$ cat src/rtl/div_by_mult_10_pkg.sv
// Shared definitions for the div_by_mult_10 sequential divider.
//   - DEF_BIT_SZ : default operand/result width
//   - ST_*       : FSM state encodings (kept as plain 2-bit constants)
//   - cnt_width  : iteration counter width for a given operand width
package div_by_mult_10_pkg;

  localparam int DEF_BIT_SZ = 10;

  localparam logic [1:0] ST_IDLE = 2'd0;
  localparam logic [1:0] ST_RUN  = 2'd1;
  localparam logic [1:0] ST_DONE = 2'd2;

  // The counter must be able to hold the value BIT_SZ.
  function automatic int cnt_width(input int bit_sz);
    return $clog2(bit_sz + 1);
  endfunction

  localparam int DEF_CNT_W = cnt_width(DEF_BIT_SZ);

endpackage

$ cat src/rtl/div_by_mult_10_if.sv
// Request/result bundle for div_by_mult_10.
//   master : drives start, dividend, divisor; observes results
//   slave  : the divider
//
// Handshake: start is a request that the divider takes on any clock edge
// where it is not busy (IDLE or DONE). The operands are captured on that
// same edge. busy is high while iterations run, and start is ignored then.
// done pulses for one cycle when quotient/remainder/div_zero become valid.
// The results then hold until the next accepted request completes.
// dbg_state mirrors the FSM state for observation only.
interface div_by_mult_10_if #(
  parameter int BIT_SZ = div_by_mult_10_pkg::DEF_BIT_SZ
);
  logic              start;
  logic [BIT_SZ-1:0] dividend;
  logic [BIT_SZ-1:0] divisor;
  logic              busy;
  logic              done;
  logic [BIT_SZ-1:0] quotient;
  logic [BIT_SZ-1:0] remainder;
  logic              div_zero;
  logic [1:0]        dbg_state;

  modport master (
    output start, dividend, divisor,
    input  busy, done, quotient, remainder, div_zero, dbg_state
  );

  modport slave (
    input  start, dividend, divisor,
    output busy, done, quotient, remainder, div_zero, dbg_state
  );
endinterface

$ cat src/rtl/div_by_mult_10_div_step.sv
// One combinational restoring-division step.
//   r_in    : partial remainder (BIT_SZ+1 bits, always < divisor here)
//   a_msb   : next dividend bit shifted into the remainder
//   divisor : denominator
//   r_out   : new partial remainder
//   q_bit   : quotient bit produced by this step
module div_step
  import div_by_mult_10_pkg::*;
#(
  parameter int BIT_SZ = DEF_BIT_SZ
) (
  input  logic [BIT_SZ:0]   r_in,
  input  logic              a_msb,
  input  logic [BIT_SZ-1:0] divisor,
  output logic [BIT_SZ:0]   r_out,
  output logic              q_bit
);

  logic [BIT_SZ:0] r_shift;
  logic [BIT_SZ:0] div_ext;

  // The incoming remainder is always below the divisor, so its top bit is
  // zero. Dropping that bit keeps the shifted value at BIT_SZ+1 bits.
  // The shifted value can reach 2*divisor-1.
  logic unused_r_msb;
  assign unused_r_msb = r_in[BIT_SZ];

  always_comb begin
    r_shift = {r_in[BIT_SZ-1:0], a_msb};
    div_ext = {1'b0, divisor};
    q_bit   = (r_shift >= div_ext);
    r_out   = q_bit ? (r_shift - div_ext) : r_shift;
  end

endmodule

$ cat src/rtl/div_by_mult_10.sv
// Sequential unsigned restoring divider: quotient = dividend / divisor,
// remainder = dividend % divisor. It uses one restoring step per clock,
// BIT_SZ steps per division. Divide by zero finishes immediately. In that
// case quotient is all ones, remainder equals the dividend, and div_zero is set.
//   clock : rising-edge clock
//   reset : synchronous, active-high
//   bus   : request/result interface (slave side), see div_by_mult_10_if
module div_by_mult_10
  import div_by_mult_10_pkg::*;
#(
  parameter int BIT_SZ = DEF_BIT_SZ
) (
  input logic             clock,
  input logic             reset,
  div_by_mult_10_if.slave bus
);

  localparam int CNT_W = cnt_width(BIT_SZ);
  localparam logic [CNT_W-1:0] LAST_STEP = CNT_W'(BIT_SZ - 1);

  logic [1:0]        state;
  logic [BIT_SZ-1:0] a_sh;      // dividend, shifted out MSB first
  logic [BIT_SZ-1:0] d_reg;     // latched divisor
  logic [BIT_SZ:0]   r_reg;     // partial remainder
  logic [BIT_SZ-1:0] q_sh;      // quotient bits collected so far
  logic [CNT_W-1:0]  cnt;

  logic              busy_q;
  logic              done_q;
  logic              dz_q;
  logic [BIT_SZ-1:0] quot_q;
  logic [BIT_SZ-1:0] rem_q;

  logic [BIT_SZ:0]   r_next;
  logic              q_bit;

  div_step #(.BIT_SZ(BIT_SZ)) u_step (
    .r_in    (r_reg),
    .a_msb   (a_sh[BIT_SZ-1]),
    .divisor (d_reg),
    .r_out   (r_next),
    .q_bit   (q_bit)
  );

  always_ff @(posedge clock) begin
    if (reset) begin
      state  <= ST_IDLE;
      a_sh   <= '0;
      d_reg  <= '0;
      r_reg  <= '0;
      q_sh   <= '0;
      cnt    <= '0;
      busy_q <= 1'b0;
      done_q <= 1'b0;
      dz_q   <= 1'b0;
      quot_q <= '0;
      rem_q  <= '0;
    end else begin
      done_q <= 1'b0;
      case (state)
        // DONE accepts a new request exactly like IDLE, so a held start
        // gives back-to-back divisions.
        ST_IDLE, ST_DONE: begin
          if (bus.start) begin
            a_sh  <= bus.dividend;
            d_reg <= bus.divisor;
            r_reg <= '0;
            q_sh  <= '0;
            cnt   <= '0;
            if (bus.divisor == '0) begin
              state  <= ST_DONE;
              done_q <= 1'b1;
              dz_q   <= 1'b1;
              quot_q <= '1;
              rem_q  <= bus.dividend;
            end else begin
              state  <= ST_RUN;
              busy_q <= 1'b1;
            end
          end else begin
            state <= ST_IDLE;
          end
        end
        ST_RUN: begin
          a_sh  <= {a_sh[BIT_SZ-2:0], 1'b0};
          r_reg <= r_next;
          q_sh  <= {q_sh[BIT_SZ-2:0], q_bit};
          cnt   <= cnt + CNT_W'(1);
          if (cnt == LAST_STEP) begin
            // Results are taken from the final step directly, so they
            // appear together with done.
            state  <= ST_DONE;
            busy_q <= 1'b0;
            done_q <= 1'b1;
            dz_q   <= 1'b0;
            quot_q <= {q_sh[BIT_SZ-2:0], q_bit};
            rem_q  <= r_next[BIT_SZ-1:0];
          end
        end
        default: begin
          state  <= ST_IDLE;
          busy_q <= 1'b0;
        end
      endcase
    end
  end

  assign bus.busy      = busy_q;
  assign bus.done      = done_q;
  assign bus.div_zero  = dz_q;
  assign bus.quotient  = quot_q;
  assign bus.remainder = rem_q;
  assign bus.dbg_state = state;

endmodule

$ cat src/flat_wrapper.sv
// flat-port wrapper written by rule: the top's interface ports become plain ports
module div_by_mult_10_flat import div_by_mult_10_pkg::*;
#(
  parameter int BIT_SZ = DEF_BIT_SZ
)
  (clock, reset, bus_start, bus_dividend, bus_divisor, bus_busy, bus_done, bus_quotient, bus_remainder, bus_div_zero, bus_dbg_state);
  div_by_mult_10_if #(.BIT_SZ(BIT_SZ)) bus_i ();
  input logic clock;
  input logic reset;
  input wire logic [$bits(bus_i.start)-1:0] bus_start;
  input wire logic [$bits(bus_i.dividend)-1:0] bus_dividend;
  input wire logic [$bits(bus_i.divisor)-1:0] bus_divisor;
  output wire logic [$bits(bus_i.busy)-1:0] bus_busy;
  output wire logic [$bits(bus_i.done)-1:0] bus_done;
  output wire logic [$bits(bus_i.quotient)-1:0] bus_quotient;
  output wire logic [$bits(bus_i.remainder)-1:0] bus_remainder;
  output wire logic [$bits(bus_i.div_zero)-1:0] bus_div_zero;
  output wire logic [$bits(bus_i.dbg_state)-1:0] bus_dbg_state;
  assign bus_i.start = bus_start;
  assign bus_i.dividend = bus_dividend;
  assign bus_i.divisor = bus_divisor;
  assign bus_busy = bus_i.busy;
  assign bus_done = bus_i.done;
  assign bus_quotient = bus_i.quotient;
  assign bus_remainder = bus_i.remainder;
  assign bus_div_zero = bus_i.div_zero;
  assign bus_dbg_state = bus_i.dbg_state;
  div_by_mult_10 #(.BIT_SZ(BIT_SZ)) u_core (.clock(clock), .reset(reset), .bus(bus_i));
endmodule
$ cat config.mk
export PLATFORM = sky130hd
export DESIGN_NAME = div_by_mult_10_flat
export DESIGN_NICKNAME = d
export VERILOG_FILES = /design/src/rtl/div_by_mult_10_pkg.sv /design/src/rtl/div_by_mult_10_if.sv /design/src/rtl/div_by_mult_10_div_step.sv /design/src/rtl/div_by_mult_10.sv /design/src/flat_wrapper.sv
export SDC_FILE = /design/constraint.sdc
export NUM_CORES = 1
export LEC_CHECK = 0
export CAP_MARGIN = 30
export CORE_MARGIN = 2
export CORE_UTILIZATION = 43
export CTS_BUF_LIST = sky130_fd_sc_hd__clkbuf_4
export DETAILED_ROUTE_END_ITERATION = 10
export PLACE_DENSITY = 0.65
export SLEW_MARGIN = 20
export SYNTH_ARGS = -nofsm -noshare
export SYNTH_HDL_FRONTEND = slang
export SYNTH_HIERARCHICAL = 1
export SYNTH_SLANG_ARGS = --single-unit
$ cat constraint.sdc
create_clock -name clock -period 2.8 [get_ports clock]
set_input_delay 0.42 -clock clock [delete_from_list [all_inputs] [get_ports clock]]
set_output_delay 0.42 -clock clock [all_outputs]
set_load 0.03 [all_outputs]
==> results by group <==
GRT
  – Vias in the first global route: 2,692
  – Number of antenna violations at the first check in global routing: 0
  – Global-route wire length before repair: 13,300 µm
  – Sum of overflow across all layers after global routing: 0
  – Overall routing resource usage: 19.6%
  – Maximum number of pins on one net before global-route repair: 39

Die
  – Placeable core region: 0.00769 mm²
  – Die footprint: 0.00864 mm²
  – Initial core utilization: 44.2%
  – Overall die height: 92.9 µm
  – I/O pin cnt: 48
  – Number of rows in the core area: 32
  – Width of the die: 92.9 µm

Logic synthesis
  – Netlist area before placement: 0.00340 mm²
  – Net count after synthesis: 405
  – Post-synthesis average cell area: 9.22 µm²
  – Count of warnings emitted by yosys: 6
  – Post-Synthesis Cells: 369

Worst setup path
  – Slack of the worst reg-to-reg path: 0.36 ns
  – Critical path origin: u_core/d_reg[4]$_SDFFE_PP0P_
  – Critical path data arrival time: 2.74 ns
  – Maximum cell stage delay along the critical path: 0.46 ns
  – R2R Path Start: u_core/d_reg[4]$_SDFFE_PP0P_
  – Worst flop-to-flop path endpoint: u_core/bus.remainder[3]$_SDFFE_PP0P_
  – Largest fanout on the critical path: 11
  – Required time at the endpoint of the critical path: 3.11 ns
  – Critical path, cell by cell: inv_1 > ha_1 > nand4_1 > a21oi_1 > nor3_1 > o21ai_2 > mux2_2 > mux2i_1 > a21oi_2
  – Critical path class: flip-flop to flip-flop
  – Startpoint type of the worst setup path: flip-flop
  – Crit path max-delay cell type: sky130_fd_sc_hd__o21ai_2
  – Element type at the critical path end: flip-flop
  – Number of cell instances on the worst register-to-register path: 9
  – Destination of the critical timing path: u_core/bus.remainder[3]$_SDFFE_PP0P_

Place
  – RePlAce Congestion: 0.863
  – Detailed placement HPWL: 5540 µm
  – Count of port buffers added during placement: 47
  – Placed cell count: 503

Cells and area
  – Footprint of the multi-input gates: 0.00183 mm²
  – Non-filler cells in the finished layout: 519
  – Area added between synthesis and finish: 20.9%
  – Fraction of layout instances using a drive strength above 1: 15.3%
  – Number of nets at the end of the flow: 448
  – Area occupied by registers: 0.00136 mm²
  – Filler cell count: 725
  – # diodes: 0

Power
  – Leak: 1.53 nW
  – Post-layout power: 2.84 mW
  – Power Dens Cells: 690 mW/mm²
  – VDD IR max: 0.387 mV

Timing
  – Final hold violation count: 0
  – Worst clock skew on the final layout: 0.00445 ns
  – Number of pins with negative max-slew slack in the final report: 0
  – Setup tns final: 0 ns
  – Headroom to the max-slew limit: 59.6%
  – Transition time at the pin with the least slew margin: 0.605 ns
  – Clock period minus worst slack: 2.44 ns
  – Setup-failing EPs final: 0
  – Period utilization: 87.0%
  – RSZ-0062 raised after global routing: false
  – Fmax: 411 MHz

Clock tree
  – Root buffer cell: sky130_fd_sc_hd__clkbuf_4
  – Clock tree sinks: 68
  – CTS H-Tree Depth: 3
  – Clock tree from TritonCTS: done
  – Cts bufs inserted: 9
  – Clock Tree Buf Depth: 2
  – Post-CTS Repair Setup Buffers: 0
  – Later-pin clock latency in the skew report: 0.41 ns
  – Register clock-pin slew on the reported worst setup and hold paths: 0.11 ns
  – CTS-repair resized insts: 0
  – Hold-fix buffers at CTS: 0

Min path
  – Type of the most critical hold path: flip-flop to flip-flop

Routing
  – Post-route DRC violation count: 0
  – Via/cell ratio: 5.44
  – Detailed Routing Iterations Pass 1: 4
  – Average wire per standard cell: 15.3 µm
  – Detailed-route via count: 2,824
  – Iteration-0 DRC Markers: 101
  – Total length of routed wires: 7920 µm
  – Antenna-violating nets left: 0

Outcome
  – Status: finished clean

Flow run
  – Number of maximum-capacitance violations: 0
[final cells by class]
| type | count | share of cell area [%] |
|---|---|---|
| multi-input cells | 260 | 44.6 |
| flip-flops and latches | 68 | 33.1 |
| repair buffers | 58 | 13.4 |
| well taps | 102 | 3.10 |
| clock inverters | 7 | 2.77 |
| clock buffers | 9 | 1.64 |
| inverters | 15 | 1.37 |
[worst max-delay path: cells and delay by family, from the launching register on]
family	cells	cell delay, ns
and+or+nand+nor	2	0.22
AOI/OAI and AO/OA	3	0.71
DFF	1	0.34
adders and majority gates	1	0.40
buffers and inverters	1	0.04
muxes	2	0.62
[per-layer routing]
metal	vias to the layer above	wire length, µm	global-route usage, %
met1	1332	3970	27.9
met2	78	3470	29.4
met3	8	367	3.09
li1	1406	-	-
met4	0	116	8.46
met5	-	0	0
[cells in the final DEF (no fill, tap or decap), types with 3 or more instances in the layout]
cell / instances
sky130_fd_sc_hd__dfxtp_1: 68
sky130_fd_sc_hd__clkdlybuf4s50_1: 47
sky130_fd_sc_hd__nand2_1: 47
sky130_fd_sc_hd__a21oi_1: 31
sky130_fd_sc_hd__nor2_1: 24
sky130_fd_sc_hd__mux2i_1: 16
sky130_fd_sc_hd__inv_1: 15
sky130_fd_sc_hd__ha_1: 12
sky130_fd_sc_hd__buf_4: 11
sky130_fd_sc_hd__a211oi_1: 11
sky130_fd_sc_hd__a22oi_1: 11
sky130_fd_sc_hd__o221a_1: 10
sky130_fd_sc_hd__a21oi_2: 10
sky130_fd_sc_hd__clkbuf_4: 9
sky130_fd_sc_hd__o31ai_2: 9
sky130_fd_sc_hd__nor2b_1: 7
sky130_fd_sc_hd__nand3_1: 6
sky130_fd_sc_hd__nor3_1: 6
sky130_fd_sc_hd__mux2_2: 6
sky130_fd_sc_hd__o22ai_1: 5
sky130_fd_sc_hd__xnor2_1: 5
sky130_fd_sc_hd__bufinv_16: 3
sky130_fd_sc_hd__nor4_2: 3
sky130_fd_sc_hd__nand4_1: 3
sky130_fd_sc_hd__o21ai_0: 3
sky130_fd_sc_hd__xor2_1: 3
[power by group]
part | internal, mW | switching [mW] | leakage (nW) | total, mW
Sequential | 1.02 | 0.0426 | 0.553 | 1.06
Combinational | 0.459 | 0.500 | 0.886 | 0.959
Clock | 0.449 | 0.368 | 0.0916 | 0.817
[how the worst min path moves through the flow]
stage	start	to	slack [ns]	cells after the start
final	u_core/d_reg[4]$_SDFFE_PP0P_	u_core/d_reg[4]$_SDFFE_PP0P_	0.46	2
after floorplan	u_core/d_reg[1]$_SDFFE_PP0P_	u_core/d_reg[1]$_SDFFE_PP0P_	0.44	2
after detailed placement	u_core/d_reg[4]$_SDFFE_PP0P_	u_core/d_reg[4]$_SDFFE_PP0P_	0.45	2
after CTS	u_core/d_reg[4]$_SDFFE_PP0P_	u_core/d_reg[4]$_SDFFE_PP0P_	0.46	2
after global placement	u_core/d_reg[4]$_SDFFE_PP0P_	u_core/d_reg[4]$_SDFFE_PP0P_	0.45	2
after global routing	u_core/d_reg[9]$_SDFFE_PP0P_	u_core/d_reg[9]$_SDFFE_PP0P_	0.48	2
[metrics by stage]
stage	worst slack (ns)	area (µm²)	util (%)	hold WS (ns)
after floorplan	0.600	3400	-	0.436
after global placement	0.415	3930	51.1	0.445
after detailed placement	0.375	3930	51.1	0.449
after CTS	0.361	4110	53.5	0.465
after global routing	0.189	4110	53.5	0.484
final	0.364	4110	53.5	0.463
No activity file was read; power rests on OpenSTA's default activity.
